## src/rtl/instr_pkg.sv

```systemverilog
// Opcodes, format codes and NOP word shared by the RV32I field encoder and its packer.
// Building with INSTR_ENC_JAL_EN makes the UJ (jal) opcode a legal format.
package instr_pkg;

    localparam logic [6:0] OP_R     = 7'b0110011;
    localparam logic [6:0] OP_I_IMM = 7'b0010011;
    localparam logic [6:0] OP_I_LW  = 7'b0000011;
    localparam logic [6:0] OP_S     = 7'b0100011;
    localparam logic [6:0] OP_SB    = 7'b1100011;
    localparam logic [6:0] OP_UJ    = 7'b1101111;

    localparam logic [31:0] NOP = 32'h00000013;

    typedef enum logic [2:0] {
        FMT_R,
        FMT_I,
        FMT_S,
        FMT_SB,
        FMT_UJ,
        FMT_BAD
    } fmt_t;

    function automatic fmt_t fmt_of(input logic [6:0] op);
        fmt_t f;
        case (op)
            OP_R:              f = FMT_R;
            OP_I_IMM, OP_I_LW: f = FMT_I;
            OP_S:              f = FMT_S;
            OP_SB:             f = FMT_SB;
`ifdef INSTR_ENC_JAL_EN
            OP_UJ:             f = FMT_UJ;
`endif
            default:           f = FMT_BAD;
        endcase
        return f;
    endfunction

endpackage

```

## src/rtl/instr_pack.sv

```systemverilog
// Combinational packer: format + decoded fields -> 32-bit RV32I word; FMT_BAD yields NOP.
// Zero latency, no handshake. UJ packing exists only with INSTR_ENC_JAL_EN.
module instr_pack
    import instr_pkg::*;
(
    input  fmt_t        fmt,
    input  logic [6:0]  opcode,
    input  logic [4:0]  rd,
    input  logic [4:0]  rs1,
    input  logic [4:0]  rs2,
    input  logic [2:0]  funct3,
    input  logic [6:0]  funct7,
    input  logic [31:0] imm,
    output logic [31:0] inst
);

`ifdef INSTR_ENC_JAL_EN
    logic unused_imm;
    assign unused_imm = ^imm[31:20];
`else
    logic unused_imm;
    assign unused_imm = ^imm[31:12];
`endif

    // SB and UJ immediates arrive in halfword units, so imm[k] is byte-offset bit k+1.
    always_comb begin
        inst = NOP;
        case (fmt)
            FMT_R:  inst = {funct7, rs2, rs1, funct3, rd, opcode};
            FMT_I:  inst = {imm[11:0], rs1, funct3, rd, opcode};
            FMT_S:  inst = {imm[11:5], rs2, rs1, funct3, imm[4:0], opcode};
            FMT_SB: inst = {imm[11], imm[9:4], rs2, rs1, funct3, imm[3:0], imm[10], opcode};
`ifdef INSTR_ENC_JAL_EN
            FMT_UJ: inst = {imm[19], imm[9:0], imm[10], imm[18:11], rd, opcode};
`endif
            default: inst = NOP;
        endcase
    end

endmodule

```

## src/rtl/instr_encoder.sv

```systemverilog
// Two-stage encoder: stage 1 registers fields and range-checks, stage 2 packs and tags a word address.
// Latency 2 cycles, 1 word/cycle; in_ready_o falls only when both stages hold words. Macro: INSTR_ENC_JAL_EN.
module instr_encoder
    import instr_pkg::*;
#(
    parameter int ADDR_W    = 8,
    parameter int ERR_CNT_W = 8
) (
    input  logic                 clk_i,
    input  logic                 rst_i,
    input  logic                 in_valid_i,
    output logic                 in_ready_o,
    input  logic [6:0]           opcode_i,
    input  logic [4:0]           rd_i,
    input  logic [4:0]           rs1_i,
    input  logic [4:0]           rs2_i,
    input  logic [2:0]           funct3_i,
    input  logic [6:0]           funct7_i,
    input  logic [31:0]          imm_i,
    output logic                 out_valid_o,
    input  logic                 out_ready_i,
    output logic [31:0]          inst_o,
    output logic [ADDR_W-1:0]    addr_o,
    output logic                 err_o,
    input  logic                 addr_clr_i,
    output logic [ERR_CNT_W-1:0] err_cnt_o
);

    fmt_t        in_fmt;
    logic        fits12;

    logic        s1_valid;
    fmt_t        s1_fmt;
    logic [6:0]  s1_op;
    logic [4:0]  s1_rd;
    logic [4:0]  s1_rs1;
    logic [4:0]  s1_rs2;
    logic [2:0]  s1_f3;
    logic [6:0]  s1_f7;
    logic [31:0] s1_imm;

    logic              s2_adv;
    logic              s2_load;
    logic              s1_load;
    logic [ADDR_W-1:0] addr_cnt;
    logic [ADDR_W-1:0] load_addr;
    logic [31:0]       packed_word;

    // A value fits a signed field when every bit above the field's sign bit matches it.
    assign fits12 = (&imm_i[31:11]) || !(|imm_i[31:11]);

`ifdef INSTR_ENC_JAL_EN
    logic fits20;
    assign fits20 = (&imm_i[31:19]) || !(|imm_i[31:19]);
`endif

    always_comb begin
        in_fmt = fmt_of(opcode_i);
        case (in_fmt)
            FMT_I, FMT_S, FMT_SB: if (!fits12) in_fmt = FMT_BAD;
`ifdef INSTR_ENC_JAL_EN
            FMT_UJ:               if (!fits20) in_fmt = FMT_BAD;
`endif
            default: ;
        endcase
    end

    assign s2_adv     = !out_valid_o || out_ready_i;
    assign s2_load    = s1_valid && s2_adv;
    assign in_ready_o = !s1_valid || s2_adv;
    assign s1_load    = in_valid_i && in_ready_o;
    assign load_addr  = addr_clr_i ? '0 : addr_cnt;

    always_ff @(posedge clk_i or negedge rst_i) begin
        if (!rst_i) begin
            s1_valid <= 1'b0;
            s1_fmt   <= FMT_R;
            s1_op    <= '0;
            s1_rd    <= '0;
            s1_rs1   <= '0;
            s1_rs2   <= '0;
            s1_f3    <= '0;
            s1_f7    <= '0;
            s1_imm   <= '0;
        end else begin
            if (in_ready_o) s1_valid <= in_valid_i;
            if (s1_load) begin
                s1_fmt <= in_fmt;
                s1_op  <= opcode_i;
                s1_rd  <= rd_i;
                s1_rs1 <= rs1_i;
                s1_rs2 <= rs2_i;
                s1_f3  <= funct3_i;
                s1_f7  <= funct7_i;
                s1_imm <= imm_i;
            end
        end
    end

    instr_pack u_pack (
        .fmt    (s1_fmt),
        .opcode (s1_op),
        .rd     (s1_rd),
        .rs1    (s1_rs1),
        .rs2    (s1_rs2),
        .funct3 (s1_f3),
        .funct7 (s1_f7),
        .imm    (s1_imm),
        .inst   (packed_word)
    );

    always_ff @(posedge clk_i or negedge rst_i) begin
        if (!rst_i) begin
            out_valid_o <= 1'b0;
            inst_o      <= '0;
            addr_o      <= '0;
            err_o       <= 1'b0;
        end else begin
            if (s2_adv) out_valid_o <= s1_valid;
            if (s2_load) begin
                inst_o <= packed_word;
                addr_o <= load_addr;
                err_o  <= (s1_fmt == FMT_BAD);
            end
        end
    end

    // A clear coinciding with a load gives that word address 0 and leaves the counter at 1.
    always_ff @(posedge clk_i or negedge rst_i) begin
        if (!rst_i) begin
            addr_cnt <= '0;
        end else if (s2_load) begin
            addr_cnt <= load_addr + ADDR_W'(1);
        end else if (addr_clr_i) begin
            addr_cnt <= '0;
        end
    end

    always_ff @(posedge clk_i or negedge rst_i) begin
        if (!rst_i) begin
            err_cnt_o <= '0;
        end else if (out_valid_o && out_ready_i && err_o && (err_cnt_o != '1)) begin
            err_cnt_o <= err_cnt_o + ERR_CNT_W'(1);
        end
    end

endmodule

```

## config.mk

```make
export PLATFORM = sky130hd
export DESIGN_NAME = instr_encoder
export DESIGN_NICKNAME = d
export VERILOG_FILES = /design/src/rtl/instr_pkg.sv /design/src/rtl/instr_pack.sv /design/src/rtl/instr_encoder.sv
export SDC_FILE = /design/constraint.sdc
export NUM_CORES = 1
export LEC_CHECK = 0
export BUFFER_PORTS_ARGS = -buffer_cell sky130_fd_sc_hd__buf_2
export CAP_MARGIN = 10
export CORE_ASPECT_RATIO = 2
export CORE_MARGIN = 1
export CORE_UTILIZATION = 35
export DETAILED_ROUTE_END_ITERATION = 8
export PLACE_DENSITY = 0.63
export REMOVE_ABC_BUFFERS = 1
export SLEW_MARGIN = 20
export SYNTH_ARGS = -nofsm -noshare
export SYNTH_HDL_FRONTEND = slang
export SYNTH_SLANG_ARGS = --single-unit
```

## constraint.sdc

```tcl
create_clock -name clk_i -period 1.3 [get_ports clk_i]
set_clock_uncertainty 0.05 [all_clocks]
set_input_delay 0 -clock clk_i [delete_from_list [all_inputs] [get_ports clk_i]]
set_output_delay 0 -clock clk_i [all_outputs]
set_load 0.05 [all_outputs]
```

=== Yosys cells after proc, flatten, opt, wreduce, memory -nomap -nowiden ===
Index checks and enable logic that the tools add are counted.

* Register bits: 106
* Bits in latches: 0
* RAM bits: 0
* ROM bits: 0
* Bits of input ports: 69
* Output and inout bits: 51
* Memories kept: 0

* Add/subtract/negate cells: 2
* Multiply operators: 0
* Divide/modulo/power cells: 0
* $lt $le $gt $ge: 0
* Equality and inequality tests: 13
* Shift operators: 0
* Mux-type cells: 6
* Bitwise logic cells: 0
* Reduce and logical (&&, ||, !) cells: 16

{| class="wikitable"
|+ Operators by type and width
! kind !! number
|-
| 32-bit case mux with 4 select lines || 1
|-
| 21-bit AND reduction || 1
|-
| 21-bit OR reduction || 1
|-
| 8-bit by 1-bit adder with 8-bit output (second input constant) || 2
|-
| 8-bit two-way mux || 2
|-
| 7-bit by 6-bit equality test with 1-bit output (second input constant) || 2
|-
| 3-bit by 2-bit equality test with 1-bit output (second input constant) || 4
|-
| 3-bit case mux with 4 select lines || 1
|-
| 8-bit inequality test (second input constant) || 1
|-
| 7-bit by 2-bit equality test with 1-bit output (second input constant) || 1
|-
| 7-bit by 5-bit equality test with 1-bit output (second input constant) || 1
|-
| 7-bit equality test (second input constant) || 1
|-
| 3-bit by 1-bit equality test with 1-bit output (second input constant) || 2
|-
| 3-bit two-way mux || 2
|-
| 1-bit logical AND || 5
|-
| 3-bit equality test (second input constant) || 1
|-
| 1-bit logical NOT || 3
|-
| 3-bit logical NOT || 1
|-
| 1-bit logical OR || 3
|-
| 3-bit OR reduction || 1
|-
| 2-bit OR reduction || 1
|}

=== Depth between registers and ports, before layout ===
Gate-level depths: netlist of the first run.

* Depth after elaboration: 6
* Gate-level depth with buffers: 7

=== By module ===
Synthesis of the first run repeated with hierarchy kept, for this count alone.

* Cell total of the unflattened synthesis: 491
* Area, all modules: 5599.1 um2

{| class="wikitable"
|+ Modules (own cells, without submodules)
! module !! instances !! cells each !! area each (um2)
|-
| instr_encoder || 1 || 417 || 5062.4
|-
| instr_pack || 1 || 74 || 536.8
|}

=== Worst setup path before layout of the first run ===
Ideal clock, no wire load.

* Path type: flip-flop to flip-flop
* Start point: register out_valid_o
* End point: register s1_f3[0]
* Setup time: 0.128 ns
* Data arrival time: 1.952 ns
* Required time: 1.122 ns
* Slack: -0.830 ns
* Stages on the path, launching flop included: 5
* Clock period less this slack: 2.130 ns
* Cells stage by stage: dfrtp_1 -> nand3b_2 -> nand2_4 -> buf_2 -> mux2_1

* Longest elaborated chain between the ends: 4

{| class="wikitable"
|+ RTL lines
! what !! line !! source
|-
| from (decl) || instr_encoder.sv:20 || <nowiki>output logic out_valid_o,</nowiki>
|-
| from (signal assigned) || instr_encoder.sv:119 || <nowiki>if (s2_adv) out_valid_o <= s1_valid;</nowiki>
|-
| 1-bit logical NOT || instr_encoder.sv:68 || <nowiki>assign s2_adv = !out_valid_o || out_ready_i;</nowiki>
|-
| 1-bit logical OR || instr_encoder.sv:68 ||
|-
| 1-bit logical OR || instr_encoder.sv:70 || <nowiki>assign in_ready_o = !s1_valid || s2_adv;</nowiki>
|-
| net in_ready_o || instr_encoder.sv:12 || <nowiki>output logic in_ready_o,</nowiki>
|-
| 1-bit logical AND || instr_encoder.sv:71 || <nowiki>assign s1_load = in_valid_i && in_ready_o;</nowiki>
|-
| to (signal assigned) || instr_encoder.sv:93 || <nowiki>s1_f3 <= funct3_i;</nowiki>
|-
| to (decl) || instr_encoder.sv:38 || <nowiki>logic [2:0] s1_f3;</nowiki>
|}

The timed path passes the listed nets, and every way through them passes these cells.
A chain may end at the register's enable or synchronous reset.

=== Final worst setup path of the first run ===
* Start point: register out_valid_o
* End point: register addr_cnt[7]

* Longest elaborated chain between the ends: 4

{| class="wikitable"
|+ RTL lines
! what !! line !! source
|-
| 1-bit logical NOT || instr_encoder.sv:68 ||
|-
| 1-bit logical OR || instr_encoder.sv:68 ||
|-
| 1-bit logical AND || instr_encoder.sv:69 || <nowiki>assign s2_load = s1_valid && s2_adv;</nowiki>
|-
| 8-bit two-way mux || instr_encoder.sv:132 || <nowiki>end else if (s2_load) begin</nowiki>
|-
| to (signal assigned) || instr_encoder.sv:133 || <nowiki>addr_cnt <= load_addr + ADDR_W'(1);</nowiki>
|-
| to (decl) || instr_encoder.sv:45 || <nowiki>logic [ADDR_W-1:0] addr_cnt;</nowiki>
|}

Every way passes these cells.

==> results of run 1 <==
layout by cell type, fill, tap and decap left out, drive strengths merged, types with 2 or more instances in the layout:
cell type,Yosys,final
a2111oi,6,6
a211oi,7,7
a21o,6,6
a21oi,2,2
and2,2,2
and4,2,2
buf,17,174
clkbuf,5,14
clkinv,0,4
dfrtp,106,106
dlygate4sd3,0,48
ha,2,2
mux2,45,45
mux2i,18,18
nand2,73,73
nand2b,7,7
nand3,4,4
nand3b,17,17
nand4,10,10
nor2,8,8
nor2b,9,9
nor3,2,2
nor4,6,6
o21ai,22,22
xnor2,6,6
xor2,7,7
worst paths after layout:
check | slack [ns] | endpoint | startpoint
worst max-delay path | -0.19 | addr_cnt[7]$_DFF_PN0_ | out_valid_o$_DFFE_PN0P_
worst min register to register | 0.41 | addr_o[0]$_DFFE_PN0P_ | addr_o[0]$_DFFE_PN0P_
min in group asynchronous | 0.08 | inst_o[12]$_DFFE_PN0P_ | rst_i
max in group asynchronous | 0.55 | s1_fmt[2]$_DFFE_PN0P_ | rst_i
worst max register to register | -0.19 | addr_cnt[7]$_DFF_PN0_ | out_valid_o$_DFFE_PN0P_
worst min-delay path | 0.04 | s1_fmt[0]$_DFFE_PN0P_ | imm_i[12]
layer usage:
metal	vias up	wire (um)
li1	1835	-
met1	1921	4940
met2	77	7620
met3	13	287
met4	0	212
met5	-	0
worst max-delay path: stages, from the launching register on:
cell and delay, ns:
dfrtp_1 0.41, nand2b_1 0.15, and4_4 0.25, nand4_1 0.14
nor2_1 0.18, mux2i_1 0.22
through the flow:
| step | util | cells |
|---|---|---|
| floorplan | - | 377 |
| global placement | 0.442 | 692 |
| detailed placement | 0.442 | 692 |
| CTS | 0.530 | 765 |
| global route | 0.546 | 770 |
| finish | 0.546 | 770 |
power by group:
part           internal [W]  switching (W)  leakage [nW]
combinational      0.000930        0.00115          2.01
clock               0.00154        0.00119         0.149
sequential          0.00362       0.000249          1.34
total               0.00609        0.00259          3.50
final cells by class:
cell class / instances / area [sq um] / area share
Inverter: 1 / 3.75 / 0.000526
Multi-Input combinational cell: 270 / 2250 / 0.315
Sequential cell: 106 / 2650 / 0.372
Clock buffer: 11 / 243 / 0.0340
Timing Repair Buffer: 225 / 1750 / 0.245
Tap cell: 152 / 190 / 0.0266
Clock inverter: 5 / 53.8 / 0.00754
flip-flops by register name, indices dropped and copies added, names as in the netlist, 3 cells and up:
name / count
s1_op: 7
err_cnt_o: 8
addr_cnt: 8
s1_fmt: 3
s1_f3: 3
s1_rs1: 5
s1_f7: 7
addr_o: 8
s1_imm: 12
s1_rd: 5
inst_o: 32
s1_rs2: 5
cells by family after synthesis:
| group | Yosys count | synth area share |
|---|---|---|
| DFF | 106 | 0.565 |
| xor gates and xnor gates | 13 | 0.0243 |
| and+or+nand+nor | 144 | 0.164 |
| buffers and inverters | 23 | 0.0256 |
| AOI/OAI and AO/OA | 48 | 0.0696 |
| adders and majority gates | 2 | 0.00533 |
| muxes | 63 | 0.146 |
what timing repair did:
item                       CTS  global route
gates cloned                 3             3
hold endpoints to repair   157             0
gates resized for setup     60            40
setup endpoints to repair  102           105
hold buffers                48             0
setup buffers                6             4
pin swaps                   49            19
==> reports/metrics.cfg, run 1 <==
[status]
status=complete, but fails checks
violations=design-rule violations, negative setup slack

[clocking]
cts.sinks=106
clock_latency_ns=0.34
clkTransAtPathRegs_ns=0.07
cts_buffers=9
cts-root-buf=clkbuf_16
htreeDepth=3
cts_tree=yes
cts_buffer_depth=2

[layout]
layout-drive-gt1-share=0.413
num-fill-cells=1134
fin_nets=684
final_cell_area_sq_mm=0.00714
diodes=0
syn2layout_area_growth_pct=52.1

[synth]
synthArstFlopShare=1.00
syn_inst=399
yosysWarnings=0
synth.distinct_cells=41
synth_top_area_cell=dfrtp_1
synth_area_sq_mm=0.00469
synth.avg_cell_area_sq_um=11.8
synth_edf_count=0
ys_ff_latch=106
synth_most_common_cell=dfrtp_1
ys_seq_area_frac=0.565
synthTopCellsByArea=dfrtp_1, mux2_1, nand2_1
synth_ff_type=dfrtp_1
ys_top_cells_by_count=dfrtp_1, nand2_1, mux2_1, o21ai_1, mux2i_1
netlist.area_leader.share=0.565

[critical_path]
cp-end-kind=flop
crit_type=reg -> reg
startpoint_type=flop
rr_worst_depth=5
arrival_ns=1.69
cp_max_fo=3
critPathRequiredTime_ns=1.51

[pwr]
power.density_mw_per_mm2=1220
p_total_w=0.00868
power_leakage_nw=3.50
ir_drop_mv=0.625

[global_route]
grt_pass1_wl_mm=20.4
overflow=0
grt_antenna_before_repair=0
grtUsageMet2=0.367
first_global_vias=4038
grt.total_usage=0.187
met1_usage=0.196
grt_use_met3=0.0258
top_usage_layer=met2
grt_start_max_net_pins=37

[timing]
layout_min_cycle_time_ns=1.49
setup_ws_ns=-0.186
fin_crit_sh=1.14
hold_ws_ns=0.0433
fmax_mhz=673
tightest_slew_ns=0.427
grt_setup_unrepaired=yes
finalHoldViolations=0
fin_setup_tns_ns=-6.26
timing.max_slew.rel_slack=0.716
drv_slew=0
setup_viol=93

[floorplanning]
start_util=0.359
rows=59
die_x_um=83.9
die-area_sq_mm=0.0139
ioPinCount=120
coreArea_sq_mm=0.0131
die_h_um=166

[routing]
first_pass_iters=6
vias_per_cell=4.99
wirelength_mm=13.1
via_count=3846
drc=13
drtIter0Drc=190
routedWlPerCell_um=17.0
ant_nets=0

[place]
dp_slack_ns=-0.187
place_congestion=0.811
place_area_sq_mm=0.00577
io_buffers=119
hpwl_mm=8.42

[hold_path]
holdPathStages=3
hp-class=in -> reg

[run]
maxCapViolCount=0

Note: power is estimated with default switching activity, not from simulation.
==> inputs of run 2 (changes only) <==
==> constraint.sdc (replaced) <==
create_clock -name clk_i -period 1.3 [get_ports clk_i]
set_clock_uncertainty 0.05 [all_clocks]
set_input_delay 0.195 -clock clk_i [delete_from_list [all_inputs] [get_ports clk_i]]
set_output_delay 0.195 -clock clk_i [all_outputs]
set_load 0.05 [all_outputs]
==> run 2 against run 1 <==
Net effect: the run still ends with design-rule violations, negative setup slack left; core utilization is 3.0 points lower; register-to-register slack is essentially flat; clock-buffer cell count stayed put; sequential share of layout area increased by 2.2 points; maximum frequency is 1.1% lower; die area unchanged; critical endpoint is now in_ready_o; highest routed layer unchanged.
==> reports/metrics.cfg, run 2 (synthesized netlist as in run 1, its figures left out) <==
[hold_path]
holdCritStartpoint=imm_i[2]
hp-class=in -> reg

[pwr]
power.density_mw_per_mm2=1330
switching_share=0.288
power_leakage_nw=3.32
clkPwrFrac=0.323
p_int_w=0.00639
power_frac_comb=0.243
pwr-share-seq=0.433
ir_drop_mv=0.821
switchingPower_w=0.00258

[layout]
layout-drive-gt1-share=0.423
diodes=0
fin_nets=638
utilization=0.516
top_register=inst_o
final_common_cell=buf_2
reg_top3=inst_o x32, s1_imm x12
syn2layout_area_growth_pct=43.7
largest_register_ffs=32
final_cells=724
final_cell_mix=buf_2, dfrtp_1, nand2_1, mux2_1, buf_4
num-fill-cells=1168

[routing]
wirelength_mm=12.0
vias_per_cell=5.11
via_count=3703
routedWlPerCell_um=16.6
first_pass_iters=6
drc=16
drtIter0Drc=135
ant_nets=0

[status]
violations=design-rule violations, negative setup slack
status=complete, but fails checks

[floorplanning]
die-area_sq_mm=0.0139
die_x_um=83.9
ioPinCount=120
die_h_um=166
start_util=0.359
rows=59
coreArea_sq_mm=0.0131

[run]
maxCapViolCount=0

[clocking]
clock_latency_ns=0.34
htreeDepth=3
cts-root-buf=clkbuf_16
cts_buffers=9
cts_buffer_depth=2
clkTransAtPathRegs_ns=0.07
cts_tree=yes
cts.sinks=106

[timing]
drv_slew=0
timing.max_slew.rel_slack=0.790
layout_min_cycle_time_ns=1.50
finalHoldViolations=0
tightest_slew_ns=0.306
setup_viol=55
fin_setup_tns_ns=-4.32
setup_ws_ns=-0.202
fmax_mhz=666
grt_setup_unrepaired=yes
fin_crit_sh=1.16
hold_ws_ns=0.0141

[critical_path]
arrival_ns=1.26
cp-end-kind=primary output
crit_type=reg -> out
critPathRequiredTime_ns=1.05
cp_max_fo=4
startpoint_type=flop
worstSetupStartpoint=out_valid_o$_DFFE_PN0P_
reg2reg_setup_slack_ns=-0.18
rr_startpoint=out_valid_o$_DFFE_PN0P_

[place]
hpwl_mm=8.44
dp.cells=690
io_buffers=119
dp_slack_ns=-0.228
place_congestion=0.780

[global_route]
overflow=0
grt_start_max_net_pins=51
grt_pass1_wl_mm=19.5
first_global_vias=3906
grt.total_usage=0.178
grt_antenna_before_repair=0

-- run 2: path summary, 6_finish.rpt --
path                                           to  cells past startpoint
min in group asynchronous  inst_o[12]$_DFFE_PN0P_                      2
max in group asynchronous   s1_fmt[0]$_DFFE_PN0P_                      3
setup / recovery                       in_ready_o                      4
setup reg to reg            s1_fmt[2]$_DFFE_PN0P_                      5
hold reg to reg            inst_o[15]$_DFFE_PN0P_                      2
hold / removal              s1_imm[2]$_DFFE_PN0P_                      2
-- run 2: layout make-up --
cell class                 instances  area, sq um  share of cell area
clock buffer                      11          243              0.0360
clock inverter                     5         77.6              0.0115
inverter                           1         3.75            0.000556
multi-input combinational        270         2220               0.329
sequential                       106         2660               0.393
tap                              152          190              0.0282
timing repair buffer             179         1360               0.202
-- run 2: timing repair --
item	in CTS	in global routing
setup buffers	7	10
endpoints found under the setup margin	114	110
hold buffers	1	0
hold endpoints to repair	103	0
pin swaps	22	19
gates cloned	2	1
resized for setup	67	42
-- run 2: worst max-delay path, stage by stage, from the launching register on --
cell and delay (ns):
dfrtp_2 0.42, nand3b_4 0.10, buf_4 0.14, buf_6 0.12, buf_8 0.14
-- run 2: metal layers --
layer | global-route usage | routed length, um | part of all wire | vias to the layer above
met3 | 0.0253 | 307 | 0.025 | 19
met4 | 0.0742 | 303 | 0.025 | 0
met1 | 0.193 | 4510 | 0.37 | 1852
met5 | 0 | 0 | 0 | -
li1 | - | - | - | 1747
met2 | 0.338 | 6930 | 0.57 | 85
-- run 2: power groups by stage --
stage	clock network, W	logic, W	registers (W)
finish	0.00290	0.00218	0.00389
CTS	0.00299	0.00205	0.00387
global route	0.00311	0.00234	0.00393
detailed placement	0	0.00166	0.00390
global placement	0	0.00162	0.00387
floorplan	0	0.000516	0.00427
-- run 2: through the flow --
| step | instance area (sq um) | total power (W) |
|---|---|---|
| after floorplan | 4580 | 0.00479 |
| after global placement | 5800 | 0.00549 |
| after detailed placement | 5800 | 0.00556 |
| after CTS | 6510 | 0.00891 |
| after global routing | 6750 | 0.00938 |
| final | 6750 | 0.00897 |
==> inputs of run 3 (changes only) <==
- ABC_AREA: default -> 1
- SLEW_MARGIN: 20 -> default
==> run 3 against run 2 <==
Net effect: the flow finishes with violations (negative setup slack); register-to-register slack better by 0.07 ns; via count up 18%; die area down 0.39%; non-clock buffer count up 11; sequential share of layout area down 1.1 points; critical path type is now reg -> reg; critical endpoint is now err_cnt_o[7]$_DFFE_PN0P_.
==> reports/metrics.cfg, run 3 <==
[floorplanning]
ioPinCount=120
rows=59
die-area_sq_mm=0.0139
die_h_um=165
start_util=0.360
coreArea_sq_mm=0.0130
die_x_um=83.7

[clocking]
htreeDepth=3
cts_buffers=9
clkTransAtPathRegs_ns=0.07
cts.sinks=106
cts_buffer_depth=2
clock_latency_ns=0.34
cts_tree=yes
cts-root-buf=clkbuf_16

[critical_path]
reg2reg_to=err_cnt_o[7]$_DFFE_PN0P_
crit_type=reg -> reg
arrival_ns=1.58
reg2reg_setup_slack_ns=-0.11
cp-end-kind=flop
startpoint_type=flop
rr_startpoint=err_cnt_o[0]$_DFFE_PN0P_
rr_worst_depth=8
cp_max_fo=8
critPathRequiredTime_ns=1.47

[timing]
setup_viol=63
drv_slew=0
finalHoldViolations=0
fmax_mhz=709
tightest_slew_ns=0.322
setup_ws_ns=-0.111
layout_min_cycle_time_ns=1.41
timing.max_slew.rel_slack=0.786
grt_setup_unrepaired=yes
fin_crit_sh=1.09
hold_ws_ns=0.00934

[synth]
ys_top_cells_by_count=nand2_1, dfrtp_1, inv_1, o21ai_0, nor2_1
synth.distinct_cells=33
synth.avg_cell_area_sq_um=8.67
yosysWarnings=0
synth_most_common_cell=nand2_1
netlist.area_leader.share=0.567
synthArstFlopShare=1.00
ys_ff_latch=106
syn_inst=539
ys_seq_area_frac=0.567
synth_top_area_cell=dfrtp_1
synth_edf_count=0
synth_ff_type=dfrtp_1
synth_area_sq_mm=0.00468
synthTopCellsByArea=dfrtp_1, nand2_1, o21ai_0

[layout]
diodes=0
top_register=inst_o
fin_nets=794
layout-drive-gt1-share=0.407
final_cell_mix=nand2_1, buf_2, dfrtp_1, nand2_2, buf_4
reg_top3=inst_o x32, s1_imm x12
syn2layout_area_growth_pct=48.8
final_common_cell=nand2_1
final_cell_area_sq_mm=0.00696
largest_register_ffs=32
final_cells=880

[place]
dp_slack_ns=-0.0856
place_congestion=0.843
io_buffers=119
dp.cells=836
place_area_sq_mm=0.00574
hpwl_mm=9.02

[pwr]
power.density_mw_per_mm2=1600
ir_drop_mv=1.31
power_leakage_nw=3.58
p_total_w=0.0111

[routing]
ant_nets=0
drc=0
first_pass_iters=4
drtIter0Drc=201
vias_per_cell=4.95
via_count=4360
routedWlPerCell_um=15.5
wirelength_mm=13.7

[global_route]
grt_start_max_net_pins=61
first_global_vias=4148
grt.total_usage=0.177
grt_antenna_before_repair=0
grt_pass1_wl_mm=19.4
overflow=0

[status]
status=complete, but fails checks
violations=negative setup slack

[hold_path]
whs_endpoint=s1_rs1[2]$_DFFE_PN0P_
holdPathStages=3
hp-class=in -> reg
holdCritStartpoint=rs1_i[2]

[run]
maxCapViolCount=0

## run 3: final cells by class
type,instances,area [sq um]
well taps,152,190
flip-flops and latches,106,2660
repair buffers,190,1500
multi-input cells,372,2100
repair inverters,1,11.3
clock inverters,6,67.6
fillers,1184,6040
inverters,43,199
clock buffers,10,229
## run 3: what timing repair did
| action | in CTS | in global routing |
|---|---|---|
| endpoints found under the setup margin | 79 | 92 |
| gates resized for setup | 33 | 143 |
| hold buffers | 8 | 0 |
| buffers inserted | 2 | 8 |
| endpoints found under the hold margin | 53 | 0 |
| cloned | 1 | 10 |
| pin swaps | 5 | 17 |
## run 3: routing by layer
layer | part of all wire | GRT usage
met5 | 0 | 0
met4 | 0.040 | 0.0917
met3 | 0.032 | 0.0209
met2 | 0.56 | 0.319
met1 | 0.37 | 0.205
## run 3: worst max-delay path by stage
stage / from / depth (start not counted) / slack (ns) / to
final: err_cnt_o[0]$_DFFE_PN0P_ / 8 / -0.11 / err_cnt_o[7]$_DFFE_PN0P_
after global routing: err_cnt_o[0]$_DFFE_PN0P_ / 8 / -0.18 / err_cnt_o[7]$_DFFE_PN0P_
after CTS: err_cnt_o[1]$_DFFE_PN0P_ / 8 / -0.08 / err_cnt_o[7]$_DFFE_PN0P_
after detailed placement: out_valid_o$_DFFE_PN0P_ / 6 / -0.09 / addr_cnt[7]$_DFF_PN0_
after global placement: out_valid_o$_DFFE_PN0P_ / 7 / -0.05 / s1_rd[4]$_DFFE_PN0P_
after floorplan: out_valid_o$_DFFE_PN0P_ / 5 / -1.37 / s1_fmt[0]$_DFFE_PN0P_
## run 3: critical path, cell delays in order (launching register included)
cell,delay (ns)
dfrtp_1,0.39
ha_4,0.17
nand3_4,0.08
nor3_4,0.14
nand3_2,0.12
nand2_4,0.14
inv_6,0.06
nand2_1,0.07
o21ai_1,0.07
## run 3: cells by family (layout without fill, tap and decap cells)
kind of cell | after synthesis | in the layout | synth area share
buffers and inverters | 61 | 250 | 0.0599
adder cells (fa/ha/maj) | 2 | 2 | 0.00535
flip-flops | 106 | 106 | 0.567
AO/OA/AOI/OAI | 78 | 78 | 0.0979
AND/OR/NAND/NOR | 279 | 279 | 0.245
XOR/XNOR | 13 | 13 | 0.0244
## run 3: per-stage QoR
step | setup TNS [ns] | util
global route | -5.92 | 0.535
floorplan | -90.27 | -
finish | -2.25 | 0.535
global placement | -0.531 | 0.442
CTS | -0.443 | 0.481
detailed placement | -1.95 | 0.442
## run 3: where the power goes
| group | leakage [nW] | switching [W] | internal [W] | total (W) |
|---|---|---|---|---|
| Sequential | 1.34 | 0.000410 | 0.00386 | 0.00427 |
| Combinational | 2.10 | 0.00262 | 0.00151 | 0.00413 |
| Clock | 0.139 | 0.00121 | 0.00150 | 0.00271 |
